## config.mk

```make
export PLATFORM = sky130hd
export DESIGN_NAME = mdu_iter_flat
export DESIGN_NICKNAME = d
export VERILOG_FILES = /design/src/rtl/mdu_iter_if.sv /design/src/rtl/mdu_iter.sv /design/src/flat_wrapper.sv
export SDC_FILE = /design/constraint.sdc
export NUM_CORES = 1
export LEC_CHECK = 0
export BUFFER_PORTS_ARGS = -buffer_cell sky130_fd_sc_hd__buf_2
export CORE_AREA = 2 2 161 163
export DETAILED_ROUTE_END_ITERATION = 6
export DIE_AREA = 0 0 163 165
export GPL_TIMING_DRIVEN = 0
export HOLD_SLACK_MARGIN = 0.05
export PLACE_DENSITY = 0.86
export REMOVE_ABC_BUFFERS = 1
export SYNTH_ARGS = -nofsm -noshare
export SYNTH_HDL_FRONTEND = slang
export SYNTH_SLANG_ARGS = --single-unit
```

## constraint.sdc

```tcl
create_clock -name clk_i -period 5.99 [get_ports clk_i]
set_clock_uncertainty 0.05 [all_clocks]
set_input_delay 1.198 -clock clk_i [delete_from_list [all_inputs] [get_ports clk_i]]
set_output_delay 1.198 -clock clk_i [all_outputs]
set_load 0.005 [all_outputs]
```

## src/rtl/mdu_iter_if.sv

```systemverilog
// Request/response bundle between the execute stage and the iterative multiply/divide unit.
interface mdu_iter_if #(
    parameter int WIDTH = 32
);
    logic             start_i;
    logic [1:0]       op_i;
    logic [WIDTH-1:0] src1_i;
    logic [WIDTH-1:0] src2_i;
    logic             busy_o;
    logic             done_o;
    logic [WIDTH-1:0] hi_o;
    logic [WIDTH-1:0] lo_o;
    logic             div_zero_o;
    logic [1:0]       state_o;

    modport master (
        output start_i, op_i, src1_i, src2_i,
        input  busy_o, done_o, hi_o, lo_o, div_zero_o, state_o
    );

    modport slave (
        input  start_i, op_i, src1_i, src2_i,
        output busy_o, done_o, hi_o, lo_o, div_zero_o, state_o
    );
endinterface

```

## src/rtl/mdu_iter.sv

```systemverilog
// Iterative multiply/divide unit: shift-add multiply and restoring divide, one bit per cycle,
// with sign fix-up in a final cycle that loads HI/LO.
module mdu_iter #(
    parameter int WIDTH = 32
) (
    input  logic      clk_i,
    input  logic      rst_i,
    mdu_iter_if.slave bus
);
    // Handshake: start_i is sampled only while busy_o is low; the accepting edge latches
    // op/operands; done_o is a one-cycle pulse in the first idle cycle, with HI/LO valid.
    localparam int CW = $clog2(WIDTH + 1);
    localparam logic [CW-1:0] LAST = CW'(WIDTH - 1);

    typedef enum logic [1:0] {IDLE = 2'd0, CALC = 2'd1, FIX = 2'd2} state_t;

    state_t             state_q;
    logic [CW-1:0]      cnt_q;
    logic [1:0]         op_q;
    logic [WIDTH-1:0]   opnd_q;
    logic [2*WIDTH-1:0] acc_q;
    logic [WIDTH-1:0]   src1_q;
    logic               neg_res_q, neg_rem_q, zero_q;
    logic [WIDTH-1:0]   hi_q, lo_q;
    logic               done_q, div_zero_q;

    logic [WIDTH-1:0]   mag1_d, mag2_d;
    logic [WIDTH:0]     mul_sum_d, div_shift_d, div_diff_d;
    logic [2*WIDTH-1:0] acc_d, prod_d;
    logic [WIDTH-1:0]   quo_d, rem_d, hi_d, lo_d;

    always_comb begin
        mag1_d = (bus.op_i[0] && bus.src1_i[WIDTH-1]) ? -bus.src1_i : bus.src1_i;
        mag2_d = (bus.op_i[0] && bus.src2_i[WIDTH-1]) ? -bus.src2_i : bus.src2_i;

        // Multiply: low half holds the remaining multiplier bits, consumed LSB first.
        mul_sum_d = {1'b0, acc_q[2*WIDTH-1:WIDTH]} + (acc_q[0] ? {1'b0, opnd_q} : '0);

        // Divide: high half is the partial remainder, low half shifts dividend out / quotient in.
        div_shift_d = {acc_q[2*WIDTH-1:WIDTH], acc_q[WIDTH-1]};
        div_diff_d  = div_shift_d - {1'b0, opnd_q};

        if (!op_q[1]) begin
            acc_d = {mul_sum_d, acc_q[WIDTH-1:1]};
        end else if (!div_diff_d[WIDTH]) begin
            acc_d = {div_diff_d[WIDTH-1:0], acc_q[WIDTH-2:0], 1'b1};
        end else begin
            acc_d = {div_shift_d[WIDTH-1:0], acc_q[WIDTH-2:0], 1'b0};
        end

        prod_d = neg_res_q ? -acc_q : acc_q;
        quo_d  = neg_res_q ? -acc_q[WIDTH-1:0] : acc_q[WIDTH-1:0];
        rem_d  = neg_rem_q ? -acc_q[2*WIDTH-1:WIDTH] : acc_q[2*WIDTH-1:WIDTH];

        if (!op_q[1]) begin
            hi_d = prod_d[2*WIDTH-1:WIDTH];
            lo_d = prod_d[WIDTH-1:0];
        end else if (zero_q) begin
            hi_d = src1_q;
            lo_d = '1;
        end else begin
            hi_d = rem_d;
            lo_d = quo_d;
        end
    end

    always_ff @(posedge clk_i or negedge rst_i) begin
        if (!rst_i) begin
            state_q    <= IDLE;
            cnt_q      <= '0;
            op_q       <= '0;
            opnd_q     <= '0;
            acc_q      <= '0;
            src1_q     <= '0;
            neg_res_q  <= 1'b0;
            neg_rem_q  <= 1'b0;
            zero_q     <= 1'b0;
            hi_q       <= '0;
            lo_q       <= '0;
            done_q     <= 1'b0;
            div_zero_q <= 1'b0;
        end else begin
            done_q <= 1'b0;
            case (state_q)
                IDLE: begin
                    if (bus.start_i) begin
                        op_q       <= bus.op_i;
                        src1_q     <= bus.src1_i;
                        opnd_q     <= bus.op_i[1] ? mag2_d : mag1_d;
                        acc_q      <= {{WIDTH{1'b0}}, (bus.op_i[1] ? mag1_d : mag2_d)};
                        neg_res_q  <= bus.op_i[0] & (bus.src1_i[WIDTH-1] ^ bus.src2_i[WIDTH-1]);
                        neg_rem_q  <= bus.op_i[0] & bus.src1_i[WIDTH-1];
                        zero_q     <= (bus.src2_i == '0);
                        div_zero_q <= 1'b0;
                        cnt_q      <= '0;
                        state_q    <= CALC;
                    end
                end
                CALC: begin
                    acc_q <= acc_d;
                    cnt_q <= cnt_q + CW'(1);
                    if (cnt_q == LAST) state_q <= FIX;
                end
                FIX: begin
                    hi_q       <= hi_d;
                    lo_q       <= lo_d;
                    div_zero_q <= op_q[1] & zero_q;
                    done_q     <= 1'b1;
                    cnt_q      <= '0;
                    state_q    <= IDLE;
                end
                default: state_q <= IDLE;
            endcase
        end
    end

    assign bus.busy_o     = (state_q != IDLE);
    assign bus.done_o     = done_q;
    assign bus.hi_o       = hi_q;
    assign bus.lo_o       = lo_q;
    assign bus.div_zero_o = div_zero_q;
    assign bus.state_o    = state_q;
endmodule

```

## src/flat_wrapper.sv

```systemverilog
// flat-port wrapper written by rule: the top's interface ports become plain ports
module mdu_iter_flat 
#(
    parameter int WIDTH = 32
)
  (clk_i, rst_i, bus_start_i, bus_op_i, bus_src1_i, bus_src2_i, bus_busy_o, bus_done_o, bus_hi_o, bus_lo_o, bus_div_zero_o, bus_state_o);
  mdu_iter_if #(.WIDTH(WIDTH)) bus_i ();
  input  logic clk_i;
  input  logic rst_i;
  input wire logic [$bits(bus_i.start_i)-1:0] bus_start_i;
  input wire logic [$bits(bus_i.op_i)-1:0] bus_op_i;
  input wire logic [$bits(bus_i.src1_i)-1:0] bus_src1_i;
  input wire logic [$bits(bus_i.src2_i)-1:0] bus_src2_i;
  output wire logic [$bits(bus_i.busy_o)-1:0] bus_busy_o;
  output wire logic [$bits(bus_i.done_o)-1:0] bus_done_o;
  output wire logic [$bits(bus_i.hi_o)-1:0] bus_hi_o;
  output wire logic [$bits(bus_i.lo_o)-1:0] bus_lo_o;
  output wire logic [$bits(bus_i.div_zero_o)-1:0] bus_div_zero_o;
  output wire logic [$bits(bus_i.state_o)-1:0] bus_state_o;
  assign bus_i.start_i = bus_start_i;
  assign bus_i.op_i = bus_op_i;
  assign bus_i.src1_i = bus_src1_i;
  assign bus_i.src2_i = bus_src2_i;
  assign bus_busy_o = bus_i.busy_o;
  assign bus_done_o = bus_i.done_o;
  assign bus_hi_o = bus_i.hi_o;
  assign bus_lo_o = bus_i.lo_o;
  assign bus_div_zero_o = bus_i.div_zero_o;
  assign bus_state_o = bus_i.state_o;
  mdu_iter #(.WIDTH(WIDTH)) u_core (.clk_i(clk_i), .rst_i(rst_i), .bus(bus_i));
endmodule
```

==> results of run 1 <==
-- flip-flops by register name, summed over array words and instances, names as in the netlist --
name	cells
u_core.neg_res_q	1
u_core.bus.div_zero_o	1
u_core.cnt_q	6
u_core.src1_q	32
u_core.acc_q	64
u_core.bus.lo_o	32
u_core.zero_q	1
u_core.opnd_q	32
u_core.bus.hi_o	32
u_core.bus.done_o	1
u_core.bus.state_o	2
u_core.neg_rem_q	1
u_core.op_q	1
-- report_power, final --
| part | internal [mW] | total (mW) | switching [mW] |
|---|---|---|---|
| clock | 0.881 | 1.52 | 0.638 |
| sequential | 1.90 | 2.81 | 0.908 |
| combinational | 2.89 | 6.91 | 4.02 |
-- routing by layer --
metal | track usage, % | vias to the layer above | routed length [um]
met5 | 0 | - | 11
met4 | 16.5 | 2 | 2300
met3 | 6.88 | 215 | 5080
met2 | 62.2 | 979 | 23700
met1 | 50.6 | 7795 | 20900
li1 | - | 7514 | -
-- cells in the mapped netlist, types with 4 or more instances --
cell / count
a211oi_1: 55
a21boi_0: 8
a21o_1: 30
a21oi_1: 175
a221o_1: 5
a221oi_1: 5
a22oi_1: 21
a31oi_1: 17
and2_1: 13
and3_1: 11
buf_1: 14
buf_2: 4
clkbuf_1: 120
dfrtp_1: 206
ha_1: 69
inv_1: 59
mux2_2: 4
mux2i_1: 72
nand2_1: 304
nand2b_1: 17
nand3_1: 22
nand4_1: 9
nor2_1: 184
nor2b_1: 12
nor3_1: 33
nor3b_1: 4
nor4_1: 14
o211ai_1: 20
o21a_1: 9
o21ai_0: 195
o21ai_1: 18
o21bai_1: 6
o221ai_1: 4
o22ai_1: 4
o31a_1: 5
o31ai_1: 33
o41ai_1: 15
or2_2: 5
or3_1: 24
or3_4: 4
or4_1: 17
xnor2_1: 91
xor2_1: 99
-- worst max-delay path, cell delays in order, from the launching register on --
cell and delay [ns]:
dfrtp_1 0.52, inv_1 0.89, nor2_1 0.19, ha_1 0.44
nand2_1 0.12, nor4b_1 0.26, o31a_1 0.19, o21ai_0 0.15
nor2b_1 0.20, o311ai_0 1.04, a41oi_1 0.31, o21ai_0 0.29
xnor2_1 0.14, o211ai_1 0.09
-- worst max path at each step --
stage | from | end | cells after the start
3_5_place_dp | u_core.acc_q[0]$_DFFE_PN0P_ | u_core.acc_q[57]$_DFFE_PN0P_ | 13
5_1_grt | u_core.acc_q[0]$_DFFE_PN0P_ | u_core.acc_q[57]$_DFFE_PN0P_ | 13
6_report | u_core.acc_q[0]$_DFFE_PN0P_ | u_core.acc_q[57]$_DFFE_PN0P_ | 13
2_1_floorplan | u_core.acc_q[38]$_DFFE_PN0P_ | u_core.acc_q[50]$_DFFE_PN0P_ | 10
3_3_place_gp | u_core.bus.state_o[0]$_DFFE_PN0P_ | u_core.acc_q[33]$_DFFE_PN0P_ | 4
4_1_cts | u_core.acc_q[0]$_DFFE_PN0P_ | u_core.acc_q[60]$_DFFE_PN0P_ | 13
-- cells by family after synthesis --
| group | after synthesis |
|---|---|
| adders and majority gates | 71 |
| and+or+nand+nor | 688 |
| buffers and inverters | 203 |
| muxes | 76 |
| DFF | 206 |
| xor gates and xnor gates | 190 |
| AOI/OAI and AO/OA | 655 |
-- metrics by stage --
stage               total power [mW]  setup TNS [ns]  setup WS, ns
global route                    12.0               0         0.723
floorplan                       7.50               0          1.76
CTS                             11.0               0          1.19
global placement                9.13          -22.05        -0.871
detailed placement              9.44               0          1.19
finish                          11.2               0         0.980
-- layout make-up --
cell class | count | area, um^2
repair buffers | 148 | 925
inverters | 62 | 233
diodes | 1 | 2.50
flip-flops and latches | 206 | 5160
clock buffers | 37 | 721
well taps | 330 | 413
multi-input cells | 1680 | 10500
fillers | 1926 | 6940
clock inverters | 9 | 93.8
==> metrics.md, run 1 <==
| Metric | Value |
|---|---|
| Outcome | finished with violations |
| Failing checks | DRC |
| Largest net degree at the start of global routing | 123 |
| Synth Flop Type | dfrtp_1 |
| Fmax | 200 MHz |
| CTS Sinks | 206 |
| Yosys warns | 0 |
| Detailed placement HPWL | 37100 um |
| GRT Residual Overflow | 0 |
| Slew margin rel. | 5.03% |
| Worst setup path category | flip-flop to flip-flop |
| Residual DRC | 4 |
| FF+latch count, synth | 206 |
| Core Util, Final | 72.3% |
| Worst vdd ir | 0.000436 V |
| Hold Crit Start | u_core.bus.hi_o[18]$_DFFE_PN0P_ |
| Number of flops mapped to enable cells by yosys | 0 |
| Ports | 138 |
| Post-Syn Area | 16500 um^2 |
| P_leak | 8.07 nW |
| DR pass1 iterations | 7 |
| Final non-filler cell total | 2473 |
| Final Cycle Share | 83.6% |
| CTS Buf Count | 25 |
| Placed insts | 2426 |
| Insertion delay to the later sink of the worst-skew pair | 0.55 ns |
| P&R area growth vs syn | 9.98% |
| Effective utilization at floorplan | 65.7% |
| Worst endpoint required time | 6.36 ns |
| Vias/cell | 6.67 |
| Sequential area share after synthesis | 31.3% |
| RR Endpoint | u_core.acc_q[57]$_DFFE_PN0P_ |
| Nets | 2263 |
| Post-Synth XOR/XNOR Area | 10.1% |
| WHS | 0.420 ns |
| CTS Buffer Depth | 3 |
| Row count | 58 |
| Tightest Pin Transition | 1.42 ns |
| Detail Route Antenna Nets | 0 |
| FF-to-FF Start | u_core.acc_q[0]$_DFFE_PN0P_ |
| Total number of vias | 16500 |
| Largest area contributor in the netlist | dfrtp_1 |
| Hold path depth | 2 |
| Commonest non-fill, non-tap cells in the layout | 303 x nand2_1, 204 x dfrtp_1, 195 x o21ai_0 |
| Synth Instances | 2089 |
| Avg Inst Size Synth | 7.88 um^2 |
| Placer congestion estimate | 0.939 |
| Core area | 25000 um^2 |
| # port buffers | 137 |
| RSZ-0062 raised after global routing | false |
| Largest cells by area after synthesis | dfrtp_1 31%, nand2_1 6.9%, o21ai_0 5.9%, a21oi_1 5.3%, xor2_1 5.3% |
| Post-synthesis mux area share | 4.65% |
| MaxCap Viol Count | 0 |
| Number of global-route vias before repair | 15400 |
| Clock slew seen by the registers of the worst setup and hold paths | 0.06 ns |
| CTS tree | done |
| First-pass GRT wire length | 81500 um |
| Distinct cells, synth | 79 |
| Post-CTS sizing | 0 |
| DR WL/cell | 21.0 um |
| Largest family of logic cells by synthesized area | compound AO/OA/AOI/OAI gates |
| Final Hold Fails | 0 |
| CP max FO | 32 |
| Initial antenna violation count | 4 |
| Drt total wl | 52000 um |
| Ys async rst share | 100% |
| Hold/Removal Path Class | flip-flop to flip-flop |
| Leading cell type in the layout, fill and taps excluded | nand2_1 |
| Worst Path Arrival | 5.38 ns |
| Worst reg2reg path depth | 13 |
| Critical path launch point type | flip-flop |
| Post-synthesis simple-gate area fraction | 19.1% |
| CTS root buf | clkbuf_16 |
| Number of H-tree levels | 1 |
| Crit. End Element | flip-flop |
| Top-area cell type share of the netlist area | 31.3% |
| Compound-Gate Fraction of Synth Area | 24.5% |
| Share of layout cells above drive strength 1 | 10.6% |
| Final setup viols | 0 |
| Pwr dens | 621 nW/um^2 |
| Placed cell area | 17300 um^2 |
| Hold Path End | u_core.bus.hi_o[18]$_DFFE_PN0P_ |
| Period minus WS final | 5.01 ns |
| Initial drt markers | 2024 |
| GRT Total Usage | 38.3% |
| Die area | 26900 um^2 |
| Design area | 18100 um^2 |
| Max Slew Vio Count | 0 |
| Adder-cell area share of the yosys netlist | 5.49% |
| Setup Fix Bufs, Post-CTS | 0 |
| Die span in x | 163 um |
| R2R setup slack | 0.98 ns |
| Chip Height | 165 um |
| Hold Buf Count CTS | 0 |
Note: power is estimated with default switching activity, not from simulation.
==> run 2: changes to the inputs <==
ABC_AREA = 1   (was default)
CORE_AREA = 2 2 190 192   (was 2 2 161 163)
DIE_AREA = 0 0 192 194   (was 0 0 163 165)
PLACE_DENSITY = 0.78   (was 0.86)
clock period = 4.05 ns   (was 5.99 ns; I/O delays follow)
==> run 2 against run 1 <==
The flow now finishes without violations. Worst hold slack got worse by 0.34 ns. Combinational power grew 87%. Critical path type is now primary input to flip-flop. Non-clock buffer count fell by 1. Highest routed layer unchanged. Area after synthesis up 20%. First-iteration DRC count up 44%. Largest power group unchanged.
==> metrics.md, run 2 <==
| Metric | Value |
|---|---|
| Synth Instances | 3348 (+60%) |
| Hold Buf Count CTS | 0 (unchanged) |
| Die area | 37200 um^2 (+38%) |
| Design area | 21600 um^2 (+19%) |
| Vias/cell | 5.94 (-11%) |
| Top-area cell type share of the netlist area | 26.1% (-5.2 points) |
| Number of flops mapped to enable cells by yosys | 0 (unchanged) |
| Outcome | finished clean |
| Fmax | 270 MHz |
| Detail Route Antenna Nets | 0 (unchanged) |
| Layout fillers | 3453 (+79%) |
| Final setup viols | 0 (unchanged) |
| Worst setup margin | 0.343 ns (-0.637 ns) |
| Effective utilization at floorplan | 56.1% (-9.7 points) |
| Clock share of power | 12.0% (-1.5 points) |
| Leading cell type in the layout, fill and taps excluded | nand2_1 |
| Hold/Removal Path Class | primary input to asynchronous set/reset pin |
| Chip Height | 194 um (+18%) |
| Post-Syn Area | 19700 um^2 (+20%) |
| Critical path launch point type | primary input |
| Residual DRC | 0 (-4) |
| Switching share of power | 56.5% (+7.0 points) |
| CTS Buffer Depth | 3 (unchanged) |
| R2R setup slack | 0.38 ns (-0.60 ns) |
| FF+latch count, synth | 206 (unchanged) |
| Cell internal pwr | 8.62 mW (+52%) |
| Top cells by count, synth | 1090 x nand2_1, 447 x inv_1, 375 x nor2_1 |
| CP max FO | 39 (+22%) |
| Die span in x | 192 um (+18%) |
| FF-to-FF Start | u_core.bus.state_o[0]$_DFFE_PN0P_ |
| P_leak | 11.4 nW (+41%) |
| Drt total wl | 80100 um (+54%) |
| Placer congestion estimate | 1.07 (+14%) |
| Commonest non-fill, non-tap cells in the layout | 1088 x nand2_1, 446 x inv_1, 372 x nor2_1 |
| Tightest Pin Transition | 1.42 ns (-0.00163 ns) |
| Ys async rst share | 100% (unchanged) |
| Worst reg2reg path depth | 6 (-7) |
| Initial drt markers | 2914 (+44%) |
| Worst Path Arrival | 4.12 ns (-1.26 ns) |
| Period minus WS final | 3.71 ns |
| GRT Max-Usage Layer | met2 |
| DR WL/cell | 20.7 um (-1.6%) |
| Total number of vias | 23000 (+39%) |
| Placed cell area | 20700 um^2 (+20%) |
| Row count | 69 (+19%) |
| RSZ-0062 raised after global routing | false |
| GR Layer Usage met3 | 8.83% (+2.0 points) |
| Yosys warns | 0 (unchanged) |
| Met1 usage | 59.2% (+8.6 points) |
| Largest area contributor in the netlist | dfrtp_1 |
| P_sw | 11.2 mW (+100%) |
| Largest net degree at the start of global routing | 89 (-28%) |
| Largest cells by area after synthesis | dfrtp_1 26%, nand2_1 21%, inv_1 8.5%, nand3_1 7.8%, nor2_1 7.1% |
| # diodes | 0 (-1) |
| Detailed placement HPWL | 62100 um (+67%) |
| Share of layout cells above drive strength 1 | 7.46% (-3.1 points) |
| Final Cycle Share | 91.5% |
| First-pass GRT wire length | 121000 um (+49%) |
| Number of H-tree levels | 1 (unchanged) |
| Crit. End Element | flip-flop |
| Final Hold Fails | 0 (unchanged) |
| Synth Flop Type | dfrtp_1 |
| DR pass1 iterations | 7 (unchanged) |
| CTS root buf | clkbuf_16 |
| Avg Inst Size Synth | 5.90 um^2 (-25%) |
| RR Endpoint | u_core.bus.lo_o[23]$_DFFE_PN0P_ |
| GRT Total Usage | 42.6% (+4.3 points) |
| Worst vdd ir | 0.000573 V (+31%) |
| Flop pwr share | 23.1% (-1.9 points) |
| Setup WS pre-CTS | -0.407 ns (-1.60 ns) |
| Max Slew Vio Count | 0 (unchanged) |
| Pwr dens | 918 nW/um^2 (+48%) |
| Sequential area share after synthesis | 26.1% (-5.2 points) |
| GRT Residual Overflow | 0 (unchanged) |
| CTS Buf Count | 25 (unchanged) |
| MaxCap Viol Count | 0 (unchanged) |
| Worst endpoint required time | 4.46 ns (-1.90 ns) |
| CTS tree | done |
| Biggest register | u_core.acc_q |
| Ports | 138 (unchanged) |
| Insertion delay to the later sink of the worst-skew pair | 0.56 ns (about the same) |
| Combinational Power Share | 64.8% (+3.3 points) |
| Count leader, synth | nand2_1 |
| Initial antenna violation count | 4 (unchanged) |
| CTS Sinks | 206 (unchanged) |
| Distinct cells, synth | 52 (-34%) |
| Setup TNS | 0 ns (unchanged) |
| Core area | 35200 um^2 (+41%) |
| # port buffers | 137 (unchanged) |
| GR Util met2 | 62.3% (+0.064 points) |
| Slew margin rel. | 5.04% (about the same) |
| P&R area growth vs syn | 9.51% |
| Clock slew seen by the registers of the worst setup and hold paths | 0.06 ns (about the same) |
| Worst setup path category | primary input to flip-flop |
| Max reg flops | 64 (unchanged) |
| Nets | 3539 (+56%) |
| Number of global-route vias before repair | 20900 (+35%) |
==> run 2: cell types whose count changed after synthesis, sizes merged, moves of 20 or more <==
cell	delta
nand2	+799
o31ai	-31
a211oi	-54
or4	-20
nor2	+201
a21o	-27
or3	-27
inv	+394
xnor2	-85
clkbuf	-28
mux2i	-72
nand4	+27
xor2	-28
nand3	+298
==> run 2: final cells by class <==
type                    count  area (um^2)  area share (%)
multi-input cells        2563        12400            57.3
flip-flops and latches    206         5160            23.9
inverters                 456         1710            7.93
repair buffers            147          921            4.26
clock buffers              38          754            3.49
well taps                 461          577            2.67
clock inverters             7          110           0.509
==> run 2: repair_timing <==
| item | 4_1_cts | 5_1_grt |
|---|---|---|
| pin swaps | 0 | 0 |
| endpoints found under the setup margin | 12 | 11 |
| gates cloned | 0 | 0 |
| setup buffers | 0 | 0 |
| gates resized for setup | 1 | 2 |
==> run 2: metrics by stage <==
stage          hold WS (ns)  util [%]  cells  total power, mW
2_1_floorplan         0.398         -   3225             12.9
3_3_place_gp          0.409      58.1   3823             16.7
3_5_place_dp          0.411      58.9   3833             16.9
4_1_cts              0.0883      61.4   3878             19.4
5_1_grt               0.105      61.4   3878             21.5
6_report             0.0806      61.4   3878             19.8
==> run 2: critical path, stage by stage <==
cell     delay, ns
buf_2         0.61
inv_1         0.87
nor2_4        0.79
inv_1         0.43
a21oi_1       0.39
a211o_1       0.20
==> run 2: worst max path at each step <==
stage / slack [ns] / startpoint / to / depth (start not counted)
6_report: 0.34 / bus_op_i[1] / u_core.opnd_q[11]$_DFFE_PN0P_ / 6
5_1_grt: 0.14 / u_core.acc_q[0]$_DFFE_PN0P_ / u_core.acc_q[63]$_DFFE_PN0P_ / 16
4_1_cts: 0.14 / u_core.bus.state_o[0]$_DFFE_PN0P_ / u_core.bus.lo_o[23]$_DFFE_PN0P_ / 6
3_5_place_dp: -0.41 / u_core.bus.state_o[0]$_DFFE_PN0P_ / u_core.bus.lo_o[23]$_DFFE_PN0P_ / 6
3_3_place_gp: -4.81 / u_core.bus.state_o[1]$_DFFE_PN0P_ / u_core.bus.lo_o[22]$_DFFE_PN0P_ / 9
2_1_floorplan: -1.49 / u_core.bus.state_o[1]$_DFFE_PN0P_ / u_core.bus.lo_o[23]$_DFFE_PN0P_ / 7
==> run 2: cell families after synthesis <==
| logic type | synth area share (%) |
|---|---|
| AOI/OAI and AO/OA | 14.2 |
| xor gates and xnor gates | 3.42 |
| and+or+nand+nor | 40.3 |
| buffers and inverters | 11.3 |
| adders and majority gates | 4.58 |
| DFF | 26.1 |
==> run 2: routing by layer <==
layer  routed length, um  up-vias
li1                    -    10800
met1               32000    10500
met2               33000     1471
met3                9690      248
met4                5410        2
met5                   8        -
==> run 2: power groups by stage <==
stage	clock [mW]	combinational [mW]	sequential, mW
floorplan	0	9.00	3.85
global placement	0	12.0	4.61
detailed placement	0	12.4	4.48
CTS	2.40	12.6	4.46
global route	2.48	14.4	4.60
finish	2.39	12.9	4.59
